`src/rtl/execute_stage.sv`:
```
// rtl/execute_stage.sv - MIPS-style execute stage with iterative mul/div and E/M pipeline register
//
// Purpose: computes the ALU result for the instruction in E, runs MULT/MULTU
// (and DIV/DIVU when EXEC_DIV_EN is defined) on a 32-step iterative unit that
// holds the pipeline through stallE, owns the HI/LO registers, and registers
// everything into the M stage.
//
// Build option: EXEC_DIV_EN - when defined the divider is built; when
// undefined DIV/DIVU retire in one cycle as a NOP and HI/LO are untouched.
//
// Ports:
//   clk, reset                 clock, asynchronous active-low reset
//   srcAE, srcBE, immE         operands and sign-extended immediate
//   rtE, rdE                   destination register candidates
//   ALUControlE                operation select
//   ALUSrcE .. validE          decoded controls for the instruction in E
//   flushE                     kill the instruction in E
//   stallE                     E cannot advance this cycle
//   writeDataM .. validM       registered M-stage outputs

`ifndef WORD
`define WORD 32
`endif
`ifndef REG_SIZE
`define REG_SIZE 5
`endif

module execute_stage #(
    parameter int DATA_W = `WORD
) (
    input  logic                 clk,
    input  logic                 reset,
    input  logic [DATA_W-1:0]    srcAE,
    input  logic [DATA_W-1:0]    srcBE,
    input  logic [DATA_W-1:0]    immE,
    input  logic [`REG_SIZE-1:0] rtE,
    input  logic [`REG_SIZE-1:0] rdE,
    input  logic [3:0]           ALUControlE,
    input  logic                 ALUSrcE,
    input  logic                 regDstE,
    input  logic                 regWriteE,
    input  logic                 memWriteE,
    input  logic                 mem2regE,
    input  logic                 branchE,
    input  logic                 finishE,
    input  logic                 validE,
    input  logic                 flushE,
    output logic                 stallE,
    output logic [DATA_W-1:0]    writeDataM,
    output logic [DATA_W-1:0]    ALUResultM,
    output logic [`REG_SIZE-1:0] writeRegM,
    output logic                 regWriteM,
    output logic                 memWriteM,
    output logic                 mem2regM,
    output logic                 zeroM,
    output logic                 branchM,
    output logic                 finishM,
    output logic                 validM
);

    localparam int CNT_W = $clog2(DATA_W) + 1;
    localparam int SH_W  = $clog2(DATA_W);

    localparam logic [3:0] OP_AND   = 4'd0;
    localparam logic [3:0] OP_OR    = 4'd1;
    localparam logic [3:0] OP_ADD   = 4'd2;
    localparam logic [3:0] OP_XOR   = 4'd3;
    localparam logic [3:0] OP_NOR   = 4'd4;
    localparam logic [3:0] OP_MFHI  = 4'd5;
    localparam logic [3:0] OP_SUB   = 4'd6;
    localparam logic [3:0] OP_SLT   = 4'd7;
    localparam logic [3:0] OP_SLL   = 4'd8;
    localparam logic [3:0] OP_SRL   = 4'd9;
    localparam logic [3:0] OP_SRA   = 4'd10;
    localparam logic [3:0] OP_MFLO  = 4'd11;
    localparam logic [3:0] OP_MULT  = 4'd12;
    localparam logic [3:0] OP_MULTU = 4'd13;
    localparam logic [3:0] OP_DIV   = 4'd14;
    localparam logic [3:0] OP_DIVU  = 4'd15;

`ifdef EXEC_DIV_EN
    localparam logic DIV_EN = 1'b1;
`else
    localparam logic DIV_EN = 1'b0;
`endif

    typedef enum logic [1:0] {S_IDLE, S_BUSY, S_DONE} state_t;

    state_t                state_q, state_d;
    logic [CNT_W-1:0]      cnt_q;
    logic [2*DATA_W-1:0]   acc_q;
    logic [DATA_W-1:0]     opb_q;
    logic                  neg_res_q;
    logic [DATA_W-1:0]     hi_q, lo_q;
`ifdef EXEC_DIV_EN
    logic                  div_q;
    logic                  neg_rem_q;
    logic                  divzero_q;
    logic [DATA_W-1:0]     dividend_q;
`endif

    logic [DATA_W-1:0]     op_b;
    logic [`REG_SIZE-1:0]  dest;
    logic                  is_mul, is_div, is_md, signed_op;
    logic                  a_neg, b_neg;
    logic [DATA_W-1:0]     a_mag, b_mag;
    logic                  start, last_step;
    logic [DATA_W:0]       mul_sum;
    logic [2*DATA_W-1:0]   step_acc;
    logic [2*DATA_W-1:0]   hilo_d;
    logic [DATA_W-1:0]     alu_res;
    logic                  bubble;

    assign op_b      = ALUSrcE ? immE : srcBE;
    assign dest      = regDstE ? rdE : rtE;
    assign is_mul    = (ALUControlE == OP_MULT) || (ALUControlE == OP_MULTU);
    assign is_div    = (ALUControlE == OP_DIV)  || (ALUControlE == OP_DIVU);
    assign is_md     = is_mul || is_div;
    assign signed_op = (ALUControlE == OP_MULT) || (ALUControlE == OP_DIV);

    // The iterative unit works on magnitudes; signs are re-applied when HI/LO load.
    assign a_neg = signed_op && srcAE[DATA_W-1];
    assign b_neg = signed_op && op_b[DATA_W-1];
    assign a_mag = a_neg ? -srcAE : srcAE;
    assign b_mag = b_neg ? -op_b  : op_b;

    assign start     = (state_q == S_IDLE) && validE && !flushE && (is_mul || (is_div && DIV_EN));
    assign last_step = (cnt_q == CNT_W'(DATA_W - 1));
    assign stallE    = reset && (start || (state_q == S_BUSY));

    // Shift-add multiply: acc holds {partial product, remaining multiplier bits}.
    assign mul_sum = {1'b0, acc_q[2*DATA_W-1:DATA_W]} + (acc_q[0] ? {1'b0, opb_q} : '0);

`ifdef EXEC_DIV_EN
    logic [DATA_W:0]     div_diff;
    logic [2*DATA_W-1:0] div_next;
    logic [DATA_W-1:0]   quo_raw, rem_raw;

    // Restoring divide: acc holds {remainder, dividend bits / quotient bits}.
    assign div_diff = acc_q[2*DATA_W-1:DATA_W-1] - {1'b0, opb_q};
    assign div_next = div_diff[DATA_W] ? {acc_q[2*DATA_W-2:0], 1'b0}
                                       : {div_diff[DATA_W-1:0], acc_q[DATA_W-2:0], 1'b1};
    assign step_acc = div_q ? div_next : {mul_sum, acc_q[DATA_W-1:1]};
    assign quo_raw  = step_acc[DATA_W-1:0];
    assign rem_raw  = step_acc[2*DATA_W-1:DATA_W];

    always_comb begin
        hilo_d = neg_res_q ? -step_acc : step_acc;
        if (div_q) begin
            if (divzero_q) begin
                hilo_d = {dividend_q, {DATA_W{1'b1}}};
            end else begin
                hilo_d[2*DATA_W-1:DATA_W] = neg_rem_q ? -rem_raw : rem_raw;
                hilo_d[DATA_W-1:0]        = neg_res_q ? -quo_raw : quo_raw;
            end
        end
    end
`else
    assign step_acc = {mul_sum, acc_q[DATA_W-1:1]};
    assign hilo_d   = neg_res_q ? -step_acc : step_acc;
`endif

    always_comb begin
        state_d = state_q;
        case (state_q)
            S_IDLE:  if (start) state_d = S_BUSY;
            S_BUSY: begin
                if (flushE)         state_d = S_IDLE;
                else if (last_step) state_d = S_DONE;
            end
            S_DONE:  state_d = S_IDLE;
            default: state_d = S_IDLE;
        endcase
    end

    always_ff @(posedge clk or negedge reset) begin
        if (!reset) begin
            state_q   <= S_IDLE;
            cnt_q     <= '0;
            acc_q     <= '0;
            opb_q     <= '0;
            neg_res_q <= 1'b0;
            hi_q      <= '0;
            lo_q      <= '0;
`ifdef EXEC_DIV_EN
            div_q      <= 1'b0;
            neg_rem_q  <= 1'b0;
            divzero_q  <= 1'b0;
            dividend_q <= '0;
`endif
        end else begin
            state_q <= state_d;
            if (start) begin
                cnt_q     <= '0;
                acc_q     <= {{DATA_W{1'b0}}, a_mag};
                opb_q     <= b_mag;
                neg_res_q <= a_neg ^ b_neg;
`ifdef EXEC_DIV_EN
                div_q      <= is_div;
                neg_rem_q  <= a_neg;
                divzero_q  <= (op_b == '0);
                dividend_q <= srcAE;
`endif
            end else if ((state_q == S_BUSY) && !flushE) begin
                cnt_q <= cnt_q + 1'b1;
                acc_q <= step_acc;
                // HI/LO only change on a completed operation; aborts leave them intact.
                if (last_step) begin
                    hi_q <= hilo_d[2*DATA_W-1:DATA_W];
                    lo_q <= hilo_d[DATA_W-1:0];
                end
            end
        end
    end

    always_comb begin
        alu_res = '0;
        case (ALUControlE)
            OP_AND:  alu_res = srcAE & op_b;
            OP_OR:   alu_res = srcAE | op_b;
            OP_ADD:  alu_res = srcAE + op_b;
            OP_XOR:  alu_res = srcAE ^ op_b;
            OP_NOR:  alu_res = ~(srcAE | op_b);
            OP_MFHI: alu_res = hi_q;
            OP_SUB:  alu_res = srcAE - op_b;
            OP_SLT:  alu_res = {{(DATA_W-1){1'b0}}, ($signed(srcAE) < $signed(op_b))};
            OP_SLL:  alu_res = srcAE << op_b[SH_W-1:0];
            OP_SRL:  alu_res = srcAE >> op_b[SH_W-1:0];
            OP_SRA:  alu_res = $signed(srcAE) >>> op_b[SH_W-1:0];
            OP_MFLO: alu_res = lo_q;
            default: alu_res = '0;
        endcase
    end

    assign bubble = stallE || flushE || !validE;

    always_ff @(posedge clk or negedge reset) begin
        if (!reset) begin
            writeDataM <= '0;
            ALUResultM <= '0;
            writeRegM  <= '0;
            regWriteM  <= 1'b0;
            memWriteM  <= 1'b0;
            mem2regM   <= 1'b0;
            zeroM      <= 1'b0;
            branchM    <= 1'b0;
            finishM    <= 1'b0;
            validM     <= 1'b0;
        end else if (bubble) begin
            writeDataM <= '0;
            ALUResultM <= '0;
            writeRegM  <= '0;
            regWriteM  <= 1'b0;
            memWriteM  <= 1'b0;
            mem2regM   <= 1'b0;
            zeroM      <= 1'b0;
            branchM    <= 1'b0;
            finishM    <= 1'b0;
            validM     <= 1'b0;
        end else begin
            writeDataM <= srcBE;
            ALUResultM <= alu_res;
            writeRegM  <= dest;
            regWriteM  <= regWriteE && !is_md;
            memWriteM  <= memWriteE && !is_md;
            mem2regM   <= mem2regE;
            zeroM      <= (alu_res == '0);
            branchM    <= branchE;
            finishM    <= finishE;
            validM     <= 1'b1;
        end
    end

endmodule
```
`config.mk`:
```
export PLATFORM = sky130hd
export DESIGN_NAME = execute_stage
export DESIGN_NICKNAME = d
export VERILOG_FILES = /design/src/rtl/execute_stage.sv
export SDC_FILE = /design/constraint.sdc
export NUM_CORES = 1
export LEC_CHECK = 0
export CAP_MARGIN = 10
export CORE_MARGIN = 4
export CORE_UTILIZATION = 39
export CTS_CLUSTER_SIZE = 14
export DETAILED_ROUTE_END_ITERATION = 10
export PLACE_DENSITY_LB_ADDON = 0.15
export REMOVE_ABC_BUFFERS = 1
export SLEW_MARGIN = 40
export SYNTH_ARGS = -nofsm -noshare
export SYNTH_HDL_FRONTEND = slang
export SYNTH_SLANG_ARGS = --single-unit
```
`constraint.sdc`:
```
create_clock -name clk -period 4.3 [get_ports clk]
set_input_delay 1.29 -clock clk [delete_from_list [all_inputs] [get_ports clk]]
set_output_delay 1.29 -clock clk [all_outputs]
set_load 0.05 [all_outputs]
```
Yosys cells after proc, flatten, opt, wreduce, memory -nomap -nowiden
Index checks and enable logic that the tools add are counted.

Output and inout bits: 77. Input bits: 121. Bits in registers: 245. Word-level logic and storage cells: 103.

Multiplexer cells: 25. $lt $le $gt $ge: 1. Bitwise logic cells: 6. Add/subtract/negate cells: 7. Shift-type cells: 3. Eq/ne operators: 19. Reduce and logical (&&, ||, !) cells: 25.

Operators with widths (number): 32-bit one-hot mux with 12 select lines (1); 32-bit 2-to-1 mux (6); 64-bit 2-to-1 mux (3); 32-bit negation (2); 64-bit negation (1); 32-bit by 32-bit adder with 33-bit output (1); 32-bit adder (1); 32-bit AND (1); 4-bit equality test (second input constant) (8); 32-bit logical NOT (1); 32-bit less-than comparator (1); 32-bit inverter (1); 32-bit bitwise OR (1); 32-bit by 5-bit << shifter with 32-bit output (1); 32-bit by 5-bit >> shifter with 32-bit output (1); 32-bit by 5-bit >>> shifter with 32-bit output (1); 32-bit subtractor (1); 32-bit bitwise XOR (1); 4-bit by 3-bit equality test with 1-bit output (second input constant) (4); 6-bit 2-to-1 mux (2); 5-bit 2-to-1 mux (2); 1-bit logical AND (9); 4-bit by 2-bit equality test with 1-bit output (second input constant) (2); 1-bit logical OR (7); other kinds (17) (27).

Logic depth before layout (Yosys ltp)
Gate-level depths: netlist of run 1.

Word-level depth: 9. Mapped depth: 21. Mapped depth without buffers: 16.

Least setup slack after synthesis of run 1
No wires, ideal clock.

Path type: input to register. Start point: input port ALUSrcE. End point: register zeroM. Stages on the path: 19. Path buffers: 6. Required time: 4.199 ns. Path slack: -1.763 ns. Library setup time: 0.101 ns. Data arrival time: 5.962 ns. Path through: buf_4 mux2i_1 clkbuf_1 clkbuf_1 buf_1 clkbuf_1 ha_1 clkbuf_1 nor2_1 o41ai_1 o311a_1 a311o_1 a311oi_1 o21a_1 o31ai_1 a221o_1 a221oi_1 nand4bb_1 nor4_1.

Longest elaborated chain between the ends: 6. Elaborated cells on any way between the ends: 14. Those cells by class: 2 x add/sub; 1 x order compare; 3 x shift; 3 x mux; 4 x bitwise; 1 x reduce/logical.

Ends and longest elaborated chain: from (decl) (line 39) `input logic ALUSrcE,`; 32-bit 2-to-1 mux * (line 114) `assign op_b = ALUSrcE ? immE : srcBE;`; parallel branches: the longest is 2 deep, another holds 32-bit subtractor; 32-bit one-hot mux with 12 select lines * (line 218) `case (ALUControlE)`; 32-bit logical NOT * (line 267) `zeroM <= (alu_res == '0);`; 1-bit 2-to-1 mux * (line 249) `end else if (bubble) begin`; to (signal assigned) (line 267); to (decl) (line 55) `output logic zeroM,`.

Mark *: on every way between the ends. A chain may end at the register's enable or synchronous reset.

Final worst setup path of run 1
Ends and elaborated chain as after synthesis.

==> reports/metrics.yaml, run 1 <==
synth:
  synth_area_sq_mm: 0.0242
  async_flop_share_pct: 100
  synth_edf_count: 0
  synthFlopType: "dfrtp_1"
  synth_cell_type_count: 95
  seq_area_frac_synth_pct: 25.3
  avgSynthCellArea_sq_um: 7.98
  yosysWarnings: 0
  synth_cells: 3033
  ys_ff_latch: 245
critical_path:
  cp-start-kind: "input pin"
  path_class: "in2reg"
  cp_data_arrival_time_ps: 5340
  cp.required_ps: 4830
  endpoint: "zeroM$_DFF_PN0_"
  reg2reg_depth: 15
  r2r_slack_ps: 90
  cp_max_fo: 3
  startpoint: "ALUSrcE"
  cp-end-kind: "flip-flop"
  timing.rr.end: "hi_q[25]$_DFFE_PN0P_"
  reg2reg_from: "acc_q[0]$_DFFE_PN0P_"
die:
  std_cell_rows: 91
  die_x_um: 257
  start_util_pct: 39.3
  io-pin-count: 198
  die_area_sq_mm: 0.0661
  core_area_sq_mm: 0.0616
  die_h_um: 257
placed_design:
  dp_hpwl_um: 107000
  dpl_worst_slack_ps: -1740
  portBuffers: 197
  placed_cells: 4740
  globalplace.congestion: 1.10
  placed_cell_area_sq_mm: 0.0334
run:
  drv_cap: 0
cells_and_area:
  final_cells: 4818
  stdcell_area_sq_mm: 0.0352
  regArea_sq_mm: 0.00613
  mostFrequentLayoutCells: "buf_4 (892), nand2_1 (336), o21ai_0 (285), dfrtp_1 (244), nor2_1 (212)"
  nNetsFinal: 4217
  drive_above_1_share_pct: 30.1
  multiInputGateArea_sq_mm: 0.0174
  final_common_cell: "buf_4"
  fillers: 5620
  syn_to_final_growth_pct: 45.3
outcome:
  violations: "negative setup slack"
  outcome: "finished with violations"
cts:
  clkSinkCount: 245
  clock_latency_ps: 650
  numCtsBuffers: 31
  clk_pin_slew_worst_paths_ps: 60
  cts-hold-fix-buffers: 0
  cts_tree: "yes"
  cts_max_path_buffers: 3
  cts-htree-levels: 1
  root_buffer: "clkbuf_16"
grt:
  antenna_found_initial: 2
  first_global_vias: 29100
  grt_pass1_wl_um: 192000
  gr-total-overflow: 0
  grt_util_all_layers_pct: 38.5
  grt_max_degree: 107
timing:
  relSlewSlack_pct: 44.1
  fmax_mhz: 208
  fin_crit_sh_pct: 112
  maxSlewViolCount: 0
  setup_violations: 8
  clock_skew_ps: 53.2
  tightest_slew_ps: 838
  fin_ws_ps: -505
  finalCriticalPeriod_ps: 4810
  rsz0062_at_grt: "yes"
  final-hold-violation-count: 0
drt:
  routed_wl_um: 133000
  vias: 29400
  dr.pass1.iters: 6
  final_antenna_net_count: 0
  routedWlPerCell_um: 27.6
  via_per_inst: 6.10
  drcViolationCount: 0
  first_iter_violations: 3517
pwr:
  ir_drop_mv: 0.339
  p_leak_nw: 16.0
  power.density_mw_per_mm2: 305
min_path:
  holdCritPathClass: "reg2reg"
==> worst max-delay path, stage by stage <==
cell	delay, ps
buf_12	110
mux2i_4	350
inv_2	120
ha_4	180
fa_2	390
buf_4	150
buf_4	130
a21o_1	150
a21oi_1	230
o221a_2	230
o221ai_1	150
a311o_1	360
or3_1	410
a2111oi_4	230
and4_4	310
and3_1	180
nand4_1	140
nor4_1	240
==> cell type report <==
type | count | area share [%]
antenna | 1 | 0.00711
clock buffer | 38 | 2.39
clock inverter | 20 | 0.537
inverter | 114 | 1.22
multi-input combinational | 2445 | 49.3
sequential | 245 | 17.4
tap | 837 | 2.98
timing repair buffer | 1118 | 26.1
==> layer usage <==
metal,share of wire [%],GRT usage [%]
met1,40,50.1
met2,44,60.8
met3,9.5,7.89
met4,6.7,19.8
met5,0,0
==> synthesized netlist by cell type, types with 11 or more instances <==
cell type  number  area share [%]
o211ai_1       31            0.96
a2111oi_0      15            0.54
mux4_2         46             4.3
nor4_1         29            0.75
or3_1          21            0.54
ha_1          138             7.1
a211oi_1       26            0.81
clkbuf_1      187             2.9
or2_2          14            0.36
o221ai_1       26            0.94
mux2_2         11            0.51
nand3_1        77             1.6
xnor2_1       107             3.9
a221oi_1       25            0.90
o21ai_0       293             6.1
nor2b_1        24            0.62
nor3_1         59             1.2
a22o_1         12            0.43
nand2b_1       21            0.54
a21o_1         35             1.1
a22oi_1        58             1.8
o21bai_1       14            0.43
nand2_1       339             5.3
dfrtp_1       245              25
inv_1         108             1.7
mux2i_1       111             4.6
o21a_1         11            0.34
o41ai_1        13            0.47
a221o_1        12            0.50
and3_1         21            0.54
a21oi_1       172             3.6
nor2_1        219             3.4
o22ai_1        23            0.59
and2_1         90             2.3
xor2_1         57             2.1
a31oi_1        51             1.3
buf_2          19            0.39
nand4_1        32            0.83
buf_1          16            0.25
o31ai_1        35             1.1
==> sequential cells by signal (all words and copies together) (netlist names) <==
register    flops
neg_res_q       1
writeRegM       5
branchM         1
hi_q           32
memWriteM       1
validM          1
writeDataM     32
lo_q           32
mem2regM        1
opb_q          32
finishM         1
regWriteM       1
acc_q          64
cnt_q           6
ALUResultM     32
zeroM           1
state_q         2
==> report_power, final <==
part           leakage (nW)  switching, W  total [W]  internal, W
registers              3.30      0.000250    0.00280      0.00255
clock network         0.507       0.00118    0.00270      0.00152
logic                  12.2       0.00292    0.00525      0.00232
==> metrics by stage <==
stage / power [W] / util, % / hold slack, ps / TNS (ps)
floorplan: 0.00519 / - / 440 / -436410
detailed placement: 0.00775 / 54.2 / 464 / -47120
finish: 0.0107 / 57.1 / 478 / -1760
global placement: 0.00767 / 54.1 / 460 / -46270
global route: 0.0112 / 57.1 / 516 / -2500
CTS: 0.0106 / 56.6 / 477 / -1040
==> worst min-delay path by stage <==
stage / start / end / slack, ps / depth (start not counted)
after floorplan: opb_q[31]$_DFFE_PN0P_ / opb_q[31]$_DFFE_PN0P_ / 440 / 2
after global placement: opb_q[7]$_DFFE_PN0P_ / opb_q[7]$_DFFE_PN0P_ / 460 / 2
after detailed placement: opb_q[5]$_DFFE_PN0P_ / opb_q[5]$_DFFE_PN0P_ / 460 / 2
after CTS: opb_q[5]$_DFFE_PN0P_ / opb_q[5]$_DFFE_PN0P_ / 480 / 2
after global routing: opb_q[0]$_DFFE_PN0P_ / opb_q[0]$_DFFE_PN0P_ / 520 / 2
final: opb_q[5]$_DFFE_PN0P_ / opb_q[5]$_DFFE_PN0P_ / 480 / 2
==> cell families (layout without fill, tap and decap cells) <==
logic type,Yosys count,after routing,synth area share [%]
simple gates,1003,1003,20.1
flops,245,245,25.3
buf+inv,343,1290,5.56
compound gates,968,968,26.2
other cells,0,1,0
mux,169,169,9.44
fa+ha+maj,141,141,7.38
xor+xnor,164,164,5.93
==> timing repair <==
action / CTS / global route
gates resized for setup: 100 / 59
pin swaps: 18 / 11
setup buffers: 13 / 5
endpoints found under the setup margin: 43 / 34
gates cloned: 0 / 1
Power figures use the tool's default switching activity.
==> run 2: changes to the inputs <==
--- a/config.mk
+++ b/config.mk
@@ -10,6 +10,7 @@
 export CORE_UTILIZATION = 39
 export CTS_CLUSTER_SIZE = 14
 export DETAILED_ROUTE_END_ITERATION = 10
+export GPL_TIMING_DRIVEN = 0
 export PLACE_DENSITY_LB_ADDON = 0.15
 export REMOVE_ABC_BUFFERS = 1
 export SLEW_MARGIN = 40
==> run 2 against run 1 <==
  * The flow still finishes with violations (negative setup slack)
  * Clock power increased by 4%
  * Worst setup slack got worse by 240 ps
  * Worst hold slack improved by 4.8 ps
  * Core utilization decreased by 6.0 points
  * Clock skew decreased by 29 ps
  * Sequential power about the same
  * Flip-flop and latch count unchanged
  * Register-to-register slack got worse by 140 ps
  * Critical path type unchanged
  * Largest power group unchanged
==> reports/metrics.yaml, run 2 (synthesis gave the netlist of run 1 again) <==
outcome:
  outcome: "finished with violations"  # unchanged
  violations: "negative setup slack"  # unchanged
placed_design:
  placed_cells: 3893  # was 4740
  portBuffers: 197  # unchanged
  globalplace.congestion: 1.02  # was 1.10
  dp_hpwl_um: 93100  # was 107000 um
timing:
  final-hold-violation-count: 0  # unchanged
  clock_skew_ps: 24.6  # was 53.2 ps
  fmax_mhz: 198  # was 208 MHz
  setup_violations: 15  # was 8
  finalCriticalPeriod_ps: 5050  # was 4810 ps
  rsz0062_at_grt: "yes"  # unchanged
  fin_crit_sh_pct: 117  # was 112%
  relSlewSlack_pct: 41.2  # was 44.1%
  fin_ws_ps: -748  # was -505 ps
  tightest_slew_ps: 881  # was 838 ps
  maxSlewViolCount: 0  # unchanged
cts:
  clkSinkCount: 245  # unchanged
  cts_tree: "yes"  # unchanged
  cts-hold-fix-buffers: 0  # unchanged
  numCtsBuffers: 31  # unchanged
  clk_pin_slew_worst_paths_ps: 60  # about the same
  cts_max_path_buffers: 3  # unchanged
  cts-htree-levels: 1  # unchanged
  clock_latency_ps: 620  # was 650 ps
  root_buffer: "clkbuf_16"  # unchanged
critical_path:
  path_class: "in2reg"  # unchanged
  cp_cell_sequence: "buf_16, buf_16, mux2i_4, buf_12, buf_12, inv_16, ha_4, fa_2, a211oi_4, o41ai_4, o311a_4, a311o_2, a311oi_4, o21a_2, o31ai_2, a221o_1, a221oi_4, nand4bb_1, nor4_2"  # was buf_12, mux2i_4, inv_2, ha_4, fa_2, buf_4, buf_4, a21o_1, a21oi_1, o221a_2, o221ai_1, a311o_1, or3_1, a2111oi_4, and4_4, and3_1, nand4_1, nor4_1
  cp_data_arrival_time_ps: 5550  # was 5340 ps
  path_buf_inv: 5  # was 4
  cp-end-kind: "flip-flop"  # unchanged
  cp_max_fo: 5  # was 3
  cp.required_ps: 4800  # was 4830 ps
  cpMaxStageDelayCell: "a311o_2"  # was or3_1
  cp-start-kind: "input pin"  # unchanged
  cp_top_family: "compound AO/OA/AOI/OAI gates"  # unchanged
  max_stage_delay_ps: 430  # was 410 ps
die:
  std_cell_rows: 91  # unchanged
  core_area_sq_mm: 0.0616  # unchanged
  start_util_pct: 39.3  # unchanged
  io-pin-count: 198  # unchanged
  die_area_sq_mm: 0.0661  # unchanged
  die_h_um: 257  # unchanged
  die_x_um: 257  # unchanged
drt:
  drcViolationCount: 0  # unchanged
  routed_wl_um: 125000  # was 133000 um
  via_per_inst: 6.44  # was 6.10
  vias: 26200  # was 29400
  routedWlPerCell_um: 30.7  # was 27.6 um
  first_iter_violations: 2745  # was 3517
  dr.pass1.iters: 6  # unchanged
  final_antenna_net_count: 0  # unchanged
cells_and_area:
  largest_register_ffs: 64  # unchanged
  drive_above_1_share_pct: 19.9  # was 30.1%
  final_common_cell: "nand2_1"  # was buf_4
  fin_util_pct: 51.1  # was 57.1%
  regMostFlops: "acc_q"  # unchanged
  fillers: 5798  # was 5620
  syn_to_final_growth_pct: 30.1  # was 45.3%
  mostFrequentLayoutCells: "nand2_1 (330), o21ai_0 (272), dfrtp_1 (243), nor2_1 (193)"  # was buf_4 (892), nand2_1 (336), o21ai_0 (285), dfrtp_1 (244), nor2_1 (212)
  nNetsFinal: 3465  # was 4217
  regArea_sq_mm: 0.00614  # was 0.00613 sq mm
  multiInputGateArea_sq_mm: 0.0189  # was 0.0174 sq mm
  final_cells: 4066  # was 4818
grt:
  first_global_vias: 25500  # was 29100
  grt_util_all_layers_pct: 35.9  # was 38.5%
  grt_pass1_wl_um: 178000  # was 192000 um
  gr-total-overflow: 0  # unchanged
  antenna_found_initial: 2  # unchanged
  grt_max_degree: 72  # was 107
pwr:
  p_leak_nw: 12.9  # was 16.0 nW
  ir_drop_mv: 0.358  # was 0.339 mV
  power.density_mw_per_mm2: 330  # was 305 mW/mm^2
min_path:
  holdCritPathClass: "reg2reg"  # unchanged
run:
  drv_cap: 0  # unchanged
-- run 2: timing repair --
action	CTS	global route
endpoints found under the setup margin	74	46
gates resized for setup	268	219
pin swaps	58	81
buffers inserted	65	47
gates cloned	3	1
-- run 2: final timing paths --
path	slack [ps]	cells after the start	start	endpoint
max in group asynchronous	2220	4	reset	acc_q[58]$_DFFE_PN0P_
min in group asynchronous	580	1	reset	branchM$_DFF_PN0_
worst max-delay path	-750	19	ALUSrcE	zeroM$_DFF_PN0_
worst min register to register	480	2	opb_q[25]$_DFFE_PN0P_	opb_q[25]$_DFFE_PN0P_
worst min-delay path	480	2	opb_q[25]$_DFFE_PN0P_	opb_q[25]$_DFFE_PN0P_
worst max register to register	-50	14	acc_q[0]$_DFFE_PN0P_	hi_q[30]$_DFFE_PN0P_
-- run 2: area by class of cell --
| class | instances | share of cell area [%] |
|---|---|---|
| inverters | 114 | 1.52 |
| well taps | 837 | 3.32 |
| multi-input cells | 2447 | 59.9 |
| repair buffers | 364 | 12.4 |
| flip-flops and latches | 245 | 19.5 |
| clock inverters | 16 | 0.648 |
| diodes | 2 | 0.0159 |
| clock buffers | 41 | 2.77 |
-- run 2: metal layers --
metal  wire, um  part of all wire, %  track usage, %  up-vias
met3       9920                  8.0            6.18      345
met4       8040                  6.4            17.9        0
met2      56500                   45            57.8     1343
met1      50200                   40            46.7    13000
met5          0                    0               0        -
li1           -                    -               -    11500
-- run 2: report_power, final --
group          switching [W]  internal [W]
logic                0.00287       0.00186
registers           0.000277       0.00255
clock network        0.00116       0.00167
total                0.00430       0.00608
-- run 2: metrics by stage --
stage	hold slack [ps]	setup slack [ps]	total power, W	TNS (ps)	instance area [sq um]
global placement	458	-13370	0.00663	-3929900	26300
detailed placement	466	-2930	0.00673	-97490	27500
CTS	482	-749	0.00998	-4310	30100
floorplan	440	-5710	0.00519	-436410	23300
global route	513	-804	0.0108	-4800	31500
finish	482	-748	0.0104	-3310	31500
-- run 2: tightest hold or removal path: stages (launching register included) --
cell     delay [ps]
dfrtp_1         340
nand2_1          40
o21ai_0          60
